==> src/rtl/mips_bus_pkg.sv <==
// Shared types and constants for the MIPS core to Avalon-MM bridge.
// Imported by the bridge top and its wait timer.
package mips_bus_pkg;

  typedef enum logic [2:0] {
    ST_FETCH,
    ST_DATA,
    ST_COMMIT,
    ST_HALTED,
    ST_ERROR
  } bridge_state_t;

  localparam logic [3:0] BYTEEN_WORD = 4'b1111;

endpackage

==> src/rtl/mips_bus_bridge_bus_wait_timer.sv <==
// Counts stalled cycles of the pending bus request and flags a timeout
// on the stall cycle that brings the count up to MAX_WAIT.
module bus_wait_timer #(
  parameter int MAX_WAIT = 0
) (
  input  logic clk,
  input  logic reset,
  input  logic req,
  input  logic waitrequest,
  output logic timeout
);

  localparam int CW = (MAX_WAIT > 0) ? $clog2(MAX_WAIT + 1) : 1;
  localparam logic [CW-1:0] LAST =
    (MAX_WAIT > 0) ? CW'(MAX_WAIT - 1) : '0;
  localparam logic [CW-1:0] SAT =
    (MAX_WAIT > 0) ? CW'(MAX_WAIT) : '1;

  logic [CW-1:0] cnt;
  logic          stall;
  logic          done;

  assign stall = req && waitrequest;
  assign done  = req && !waitrequest;

  assign timeout = (MAX_WAIT > 0) && stall && (cnt == LAST);

  // Stall counter: cleared on completion, saturates instead of wrapping.
  always_ff @(posedge clk or posedge reset) begin
    if (reset) begin
      cnt <= '0;
    end else if (done) begin
      cnt <= '0;
    end else if (stall && (cnt != SAT)) begin
      cnt <= cnt + CW'(1);
    end
  end

endmodule

==> src/rtl/mips_bus_bridge.sv <==
// Serialises the core's fetch and data ports onto one Avalon-MM master
// and steps the core one instruction per cpu_clock_enable pulse.
module mips_bus_bridge
  import mips_bus_pkg::*;
#(
  parameter int MAX_WAIT = 0
) (
  input  logic        clk,
  input  logic        reset,
  input  logic [31:0] cpu_instr_address,
  input  logic [31:0] cpu_data_address,
  input  logic        cpu_data_read,
  input  logic        cpu_data_write,
  input  logic [31:0] cpu_data_writedata,
  input  logic        cpu_active,
  output logic [31:0] cpu_instr_readdata,
  output logic [31:0] cpu_data_readdata,
  output logic        cpu_clock_enable,
  output logic [31:0] avm_address,
  output logic        avm_read,
  output logic        avm_write,
  output logic [31:0] avm_writedata,
  output logic [3:0]  avm_byteenable,
  input  logic [31:0] avm_readdata,
  input  logic        avm_waitrequest,
  output logic        bus_error
);

  bridge_state_t state, next;

  logic [31:0] instr_q;
  logic [31:0] data_q;
  logic [31:0] addr;
  logic [31:0] wdata;
  logic        rd;
  logic        wr;
  logic        ce;
  logic        cap_i;
  logic        cap_d;
  logic        set_err;
  logic        timeout;

  bus_wait_timer #(
    .MAX_WAIT (MAX_WAIT)
  ) u_timer (
    .clk         (clk),
    .reset       (reset),
    .req         (avm_read | avm_write),
    .waitrequest (avm_waitrequest),
    .timeout     (timeout)
  );

  // State, capture registers and sticky error flag.
  always_ff @(posedge clk or posedge reset) begin
    if (reset) begin
      state     <= ST_FETCH;
      instr_q   <= '0;
      data_q    <= '0;
      bus_error <= 1'b0;
    end else begin
      state <= next;
      if (cap_i)   instr_q   <= avm_readdata;
      if (cap_d)   data_q    <= avm_readdata;
      if (set_err) bus_error <= 1'b1;
    end
  end

  // Next state, bus request and commit strobe for the current state.
  always_comb begin
    next    = state;
    rd      = 1'b0;
    wr      = 1'b0;
    addr    = '0;
    wdata   = '0;
    ce      = 1'b0;
    cap_i   = 1'b0;
    cap_d   = 1'b0;
    set_err = 1'b0;
    unique case (state)
      ST_FETCH: begin
        if (!cpu_active) begin
          next = ST_HALTED;
        end else begin
          rd   = 1'b1;
          addr = cpu_instr_address;
          if (timeout) begin
            next    = ST_ERROR;
            set_err = 1'b1;
          end else if (!avm_waitrequest) begin
            cap_i = 1'b1;
            next  = ST_DATA;
          end
        end
      end
      ST_DATA: begin
        if (cpu_data_read || cpu_data_write) begin
          addr = cpu_data_address;
          if (cpu_data_read) begin
            rd = 1'b1;
          end else begin
            wr    = 1'b1;
            wdata = cpu_data_writedata;
          end
          if (timeout) begin
            next    = ST_ERROR;
            set_err = 1'b1;
          end else if (!avm_waitrequest) begin
            cap_d = cpu_data_read;
            next  = ST_COMMIT;
          end
        end else begin
          ce   = 1'b1;
          next = ST_FETCH;
        end
      end
      ST_COMMIT: begin
        ce   = 1'b1;
        next = ST_FETCH;
      end
      ST_HALTED: next = ST_HALTED;
      ST_ERROR:  next = ST_ERROR;
      default:   next = ST_FETCH;
    endcase
  end

  assign cpu_instr_readdata = instr_q;
  assign cpu_data_readdata  = data_q;

  // Reset lets the core clear its register file and kills any request.
  assign cpu_clock_enable = ce | reset;
  assign avm_read         = rd & ~reset;
  assign avm_write        = wr & ~reset;
  assign avm_address      = addr & ~32'h3;
  assign avm_writedata    = wdata;
  assign avm_byteenable   = BYTEEN_WORD;

endmodule
==> config.mk <==
export PLATFORM = sky130hd
export DESIGN_NAME = mips_bus_bridge
export DESIGN_NICKNAME = d
export VERILOG_FILES = /design/src/rtl/mips_bus_pkg.sv /design/src/rtl/mips_bus_bridge_bus_wait_timer.sv /design/src/rtl/mips_bus_bridge.sv
export SDC_FILE = /design/constraint.sdc
export NUM_CORES = 1
export LEC_CHECK = 0
export ABC_CLOCK_PERIOD_IN_PS = 2750
export CORE_ASPECT_RATIO = 0.75
export CORE_UTILIZATION = 30
export CTS_CLUSTER_SIZE = 30
export DETAILED_ROUTE_END_ITERATION = 6
export PLACE_DENSITY = 0.78
export REMOVE_ABC_BUFFERS = 1
export SKIP_CTS_REPAIR_TIMING = 1
export SYNTH_ARGS = -nofsm -noshare
export SYNTH_HDL_FRONTEND = slang
export SYNTH_SLANG_ARGS = --single-unit
==> constraint.sdc <==
create_clock -name clk -period 2.75 [get_ports clk]
set_input_delay 0.55 -clock clk [delete_from_list [all_inputs] [get_ports clk]]
set_output_delay 0.55 -clock clk [all_outputs]
set_load 0.01 [all_outputs]
* Yosys cells after proc, flatten, opt, wreduce, memory -nomap -nowiden
Cells that the tools add are included.
** Operators by class
- Equal/unequal tests :: 6
- Multiplexer cells :: 26
- Bitwise gates (word level) :: 4
- Reduce and logical (&&, ||, !) cells :: 3
** Operator list (count)
- 32-bit 2-to-1 mux :: 5
- 32-bit one-hot mux with 2 select lines :: 1
- 1-bit 2-to-1 mux :: 13
- 3-bit 2-to-1 mux :: 4
- 3-bit one-hot mux with 4 select lines :: 1
- 3-bit by 2-bit == test with 1-bit output, second input constant :: 2
- 3-bit != test, second input constant :: 2
- 1-bit one-hot mux with 2 select lines :: 2
- 3-bit by 1-bit == test with 1-bit output, second input constant :: 1
- 3-bit == test, second input constant :: 1
- 3-bit logical NOT :: 1
- 1-bit AND :: 2
- 2-bit AND reduction :: 1
- 1-bit logical OR :: 1
- 1-bit inverter :: 1
- 1-bit bitwise OR :: 1
** Word-level totals
- Register bits after elaboration :: 67
- Input bits :: 134
- Output and inout port bits :: 136
- Word-level logic and storage cells :: 42

* Depth between registers and ports, before layout
- Depth in word-level cells :: 4
- Depth in mapped cells :: 6
- Mapped depth without buffers :: 3

* By module
From an unflattened synthesis, not the netlist that was laid out.
** Second synthesis, totals
- Cells, all modules :: 251
- Area total of the unflattened synthesis :: 3263.1 um^2
** By module, submodules not included
- mips_bus_bridge :: times used 1, cells each 249, area an instance 3251.9 um^2, seq. area each 1701.6 um^2
- bus_wait_timer :: times used 1, cells each 2, area an instance 11.3 um^2, seq. area each 0.0 um^2

* Worst setup path before layout
No wires, ideal clock.
- Path type :: input to output
- Start point :: input port reset
- End point :: output port cpu_clock_enable
- Data arrival time :: 2.451 ns
- Data required time :: 2.200 ns
- Path slack :: -0.251 ns
- Stages :: 2
- Path buffers :: 0
- Cells stage by stage :: inv_1 > o21ai_0
** On the way
- Word-level cells in the longest chain between the ends :: 1
** RTL lines
- from (decl) :: RTL line mips_bus_bridge.sv:9 : input logic reset,
- 1-bit bitwise OR :: RTL line mips_bus_bridge.sv:130 : assign cpu_clock_enable = ce | reset;
- to (decl) :: RTL line mips_bus_bridge.sv:18 : output logic cpu_clock_enable,
Every way passes these cells.

* Worst setup path after layout
- Start point :: input port cpu_active
- End point :: output port avm_address[19]
** On the way
- Word-level cells in the longest chain between the ends :: 2
** RTL lines
- from (decl) :: RTL line mips_bus_bridge.sv:15 : input logic cpu_active,
- 32-bit 2-to-1 mux :: RTL line mips_bus_bridge.sv:81 : if (!cpu_active) begin
- 32-bit one-hot mux with 2 select lines :: RTL line mips_bus_bridge.sv:79 : unique case (state)
- to (decl) :: RTL line mips_bus_bridge.sv:19 : output logic [31:0] avm_address,
Every way passes these cells.

==> results.sh <==
export IMPL_die_area_um2=11540
export IMPL_area_delta_synth_final_pct=100.0
export IMPL_htreeDepth=3
export IMPL_layout_drive_gt1_share_pct=20.12
export IMPL_cts_buffer_depth=2
export IMPL_ys_warnings_count=0
export IMPL_ant_nets=0
export IMPL_design_area_um2=6666
export IMPL_p_sw_uw=1876
export IMPL_clkSinkCount=67
export IMPL_firstDrtPassIters=4
export IMPL_avgSynthCellArea_um2=13.60
export IMPL_power_total_uw=6245
export IMPL_rows=32
export IMPL_syn_inst=245
export IMPL_max_slew_margin_rel_pct=61.19
export IMPL_dr_total_vias=2974
export IMPL_globalplace_congestion=0.7658
export IMPL_core_area_um2=10530
export IMPL_cts_tree="built"
export IMPL_num_antenna_cells=0
export IMPL_grt_max_degree=47
export IMPL_crit_required_ps=2200
export IMPL_ir_drop_mv=0.4246
export IMPL_insertion_delay_ps=330
export IMPL_clk_pin_slew_ps=60
export IMPL_synth_cell_types=29
export IMPL_max_freq_mhz=388.5
export IMPL_fin_crit_sh_pct=93.60
export IMPL_swShare_pct=30.04
export IMPL_worstSetupPathType="in2out"
export IMPL_ys_seq_area_share_pct=50.30
export IMPL_grt_overflow=0
export IMPL_pwr_share_comb_pct=52.0
export IMPL_start_util_pct=31.65
export IMPL_whs_ps=493.8
export IMPL_ys_seq_elements=67
export IMPL_p_leak_uw=0.003853
export IMPL_status="complete, no violations"
export IMPL_cp_start_kind="input pin"
export IMPL_period_minus_slack_ps=2574
export IMPL_grt_usage_pct=19.32
export IMPL_cp_data_arrival_time_ps=2020
export IMPL_die_h_um=93.29
export IMPL_p_seq_share_pct=28.1
export IMPL_path_max_fanout=16
export IMPL_maxCapViolCount=0
export IMPL_numCtsBuffers=9
export IMPL_antenna_found_initial=0
export IMPL_syn_area_um2=3333
export IMPL_skew_ps=4.336
export IMPL_p_clk_share_pct=19.9
export IMPL_routedWlPerCell_um=17.91
export IMPL_yosysTopAreaCell="dfrtp_1"
export IMPL_hold_violations=0
export IMPL_grt_pass1_wl_um=16620
export IMPL_io_buffer_count=258
export IMPL_rsz0062_at_grt="no"
export IMPL_vias_per_cell=4.554
export IMPL_ioPinCount=270
export IMPL_wirelength_um=11690
export IMPL_setup_violations=0
export IMPL_nNetsFinal=646
export IMPL_drv_slew=0
export IMPL_place_area_um2=6100
export IMPL_die_width_um=123.7
export IMPL_grt_pass1_vias=3005
export IMPL_powerDensity_nw_per_um2=936.8
export IMPL_intPower_uw=4370
export IMPL_clock_root_buffer="clkbuf_16"
export IMPL_end_kind="primary output"
export IMPL_worst_pin_slew_ps=582.2
export IMPL_dp_hpwl_um=8550
export IMPL_netlist_top_cells_area="dfrtp_1 50%, mux2_4 14%, mux2_2 11%, a22o_1 7.9%, and2_1 6.2%"
export IMPL_min_path_type="reg2reg"
export IMPL_synth_top_area_share_pct=50.30
export IMPL_drtIter0Drc=69
export IMPL_drcViolationCount=0
==> worst max-delay path, cell delays in order <==
cell	delay, ps
clkdlybuf4s50_1	500
nor4b_4	190
buf_4	160
buf_4	110
buf_12	130
a22o_1	190
dlymetal6s2s_1	180
==> cell usage after synthesis <==
master,count
dfrtp_1,67
and2_1,33
mux2_2,33
a22o_1,30
mux2_4,30
clkbuf_1,11
buf_4,7
a21oi_1,3
buf_12,3
buf_2,3
nor2_1,3
buf_6,2
conb_1,2
inv_1,2
nor3b_1,2
a211oi_1,1
mux2_1,1
mux2i_1,1
nand2_1,1
nor2b_1,1
nor4_1,1
nor4b_1,1
nor4b_2,1
o211ai_1,1
o21ai_0,1
o311a_1,1
or3_1,1
or3b_1,1
or3b_4,1
==> logic make-up (layout without fill, tap and decap cells) <==
logic type | after synthesis | in the layout | synth area share (%)
multiplexers | 65 | 65 | 25.30
AO/OA/AOI/OAI | 37 | 37 | 9.234
buffers and inverters | 28 | 295 | 5.968
other | 2 | 7 | 0.2253
AND/OR/NAND/NOR | 46 | 46 | 8.972
flip-flops | 67 | 67 | 50.30
==> path summary, 6_finish.rpt <==
check | cells after the start | to | slack [ps] | from
hold reg to reg | 1 | cpu_instr_readdata[25]$_DFFE_PP0P_ | 490 | cpu_instr_readdata[25]$_DFFE_PP0P_
setup reg to reg | 4 | cpu_data_readdata[15]$_DFFE_PP0P_ | 720 | state[1]$_DFFE_PP0P_
min in group asynchronous | 3 | cpu_instr_readdata[9]$_DFFE_PP0P_ | 690 | reset
max in group asynchronous | 3 | cpu_instr_readdata[28]$_DFFE_PP0P_ | 1550 | reset
setup / recovery | 7 | avm_address[19] | 180 | cpu_active
hold / removal | 1 | cpu_instr_readdata[25]$_DFFE_PP0P_ | 490 | cpu_instr_readdata[25]$_DFFE_PP0P_
==> metrics by stage <==
stage          setup WS, ps  util (%)  std cells  setup TNS (ps)
2_1_floorplan         -1261         -        224          -48200
3_3_place_gp         -56.63     57.93        633          -261.1
3_5_place_dp         -108.2     57.93        633           -1289
4_1_cts              -117.9     61.04        649           -3222
5_1_grt               128.2     63.31        653               0
6_report              176.1     63.31        653               0
==> power groups by stage <==
stage / Combinational, uW / Sequential [uW] / Clock, uW
floorplan: 1110 / 1990 / 0
finish: 3250 / 1760 / 1240
detailed placement: 3220 / 1770 / 0
global route: 3440 / 1820 / 1320
CTS: 3240 / 1760 / 1270
global placement: 3180 / 1730 / 0
==> registers in the layout (all words and copies together) (netlist names) <==
register and flops:
cpu_instr_readdata 32, state 3, cpu_data_readdata 32
==> per-layer routing <==
metal | part of all wire [%] | vias to the layer above | wire length, um | track usage (%)
met2 | 50 | 127 | 5880 | 31.62
met3 | 7.4 | 12 | 860 | 7.195
met5 | 0 | - | 0 | 0
met4 | 1.1 | 0 | 124 | 5.020
met1 | 41 | 1439 | 4826 | 23.77
li1 | - | 1396 | - | -
==> cell usage in the layout (no fill, tap or decap), types with 2 or more instances in the layout <==
master             n
nor2_1             2
clkdlybuf4s50_1  193
a22o_1            30
buf_4             13
and2_1            33
conb_1             7
dfrtp_1           67
a21oi_1            3
mux2_2            33
bufinv_16          2
clkbuf_16         11
dlymetal6s2s_1    65
mux2_4            30
buf_12             4
==> cell type report <==
cell class | count | area [um^2]
inverter | 2 | 7.507
clock buffer | 11 | 242.7
clock inverter | 5 | 85.08
tap | 136 | 170.2
multi-input combinational | 155 | 1511
timing repair buffer | 277 | 2973
fill | 819 | 3864
sequential | 67 | 1677
No activity file was read; power rests on OpenSTA's default activity.
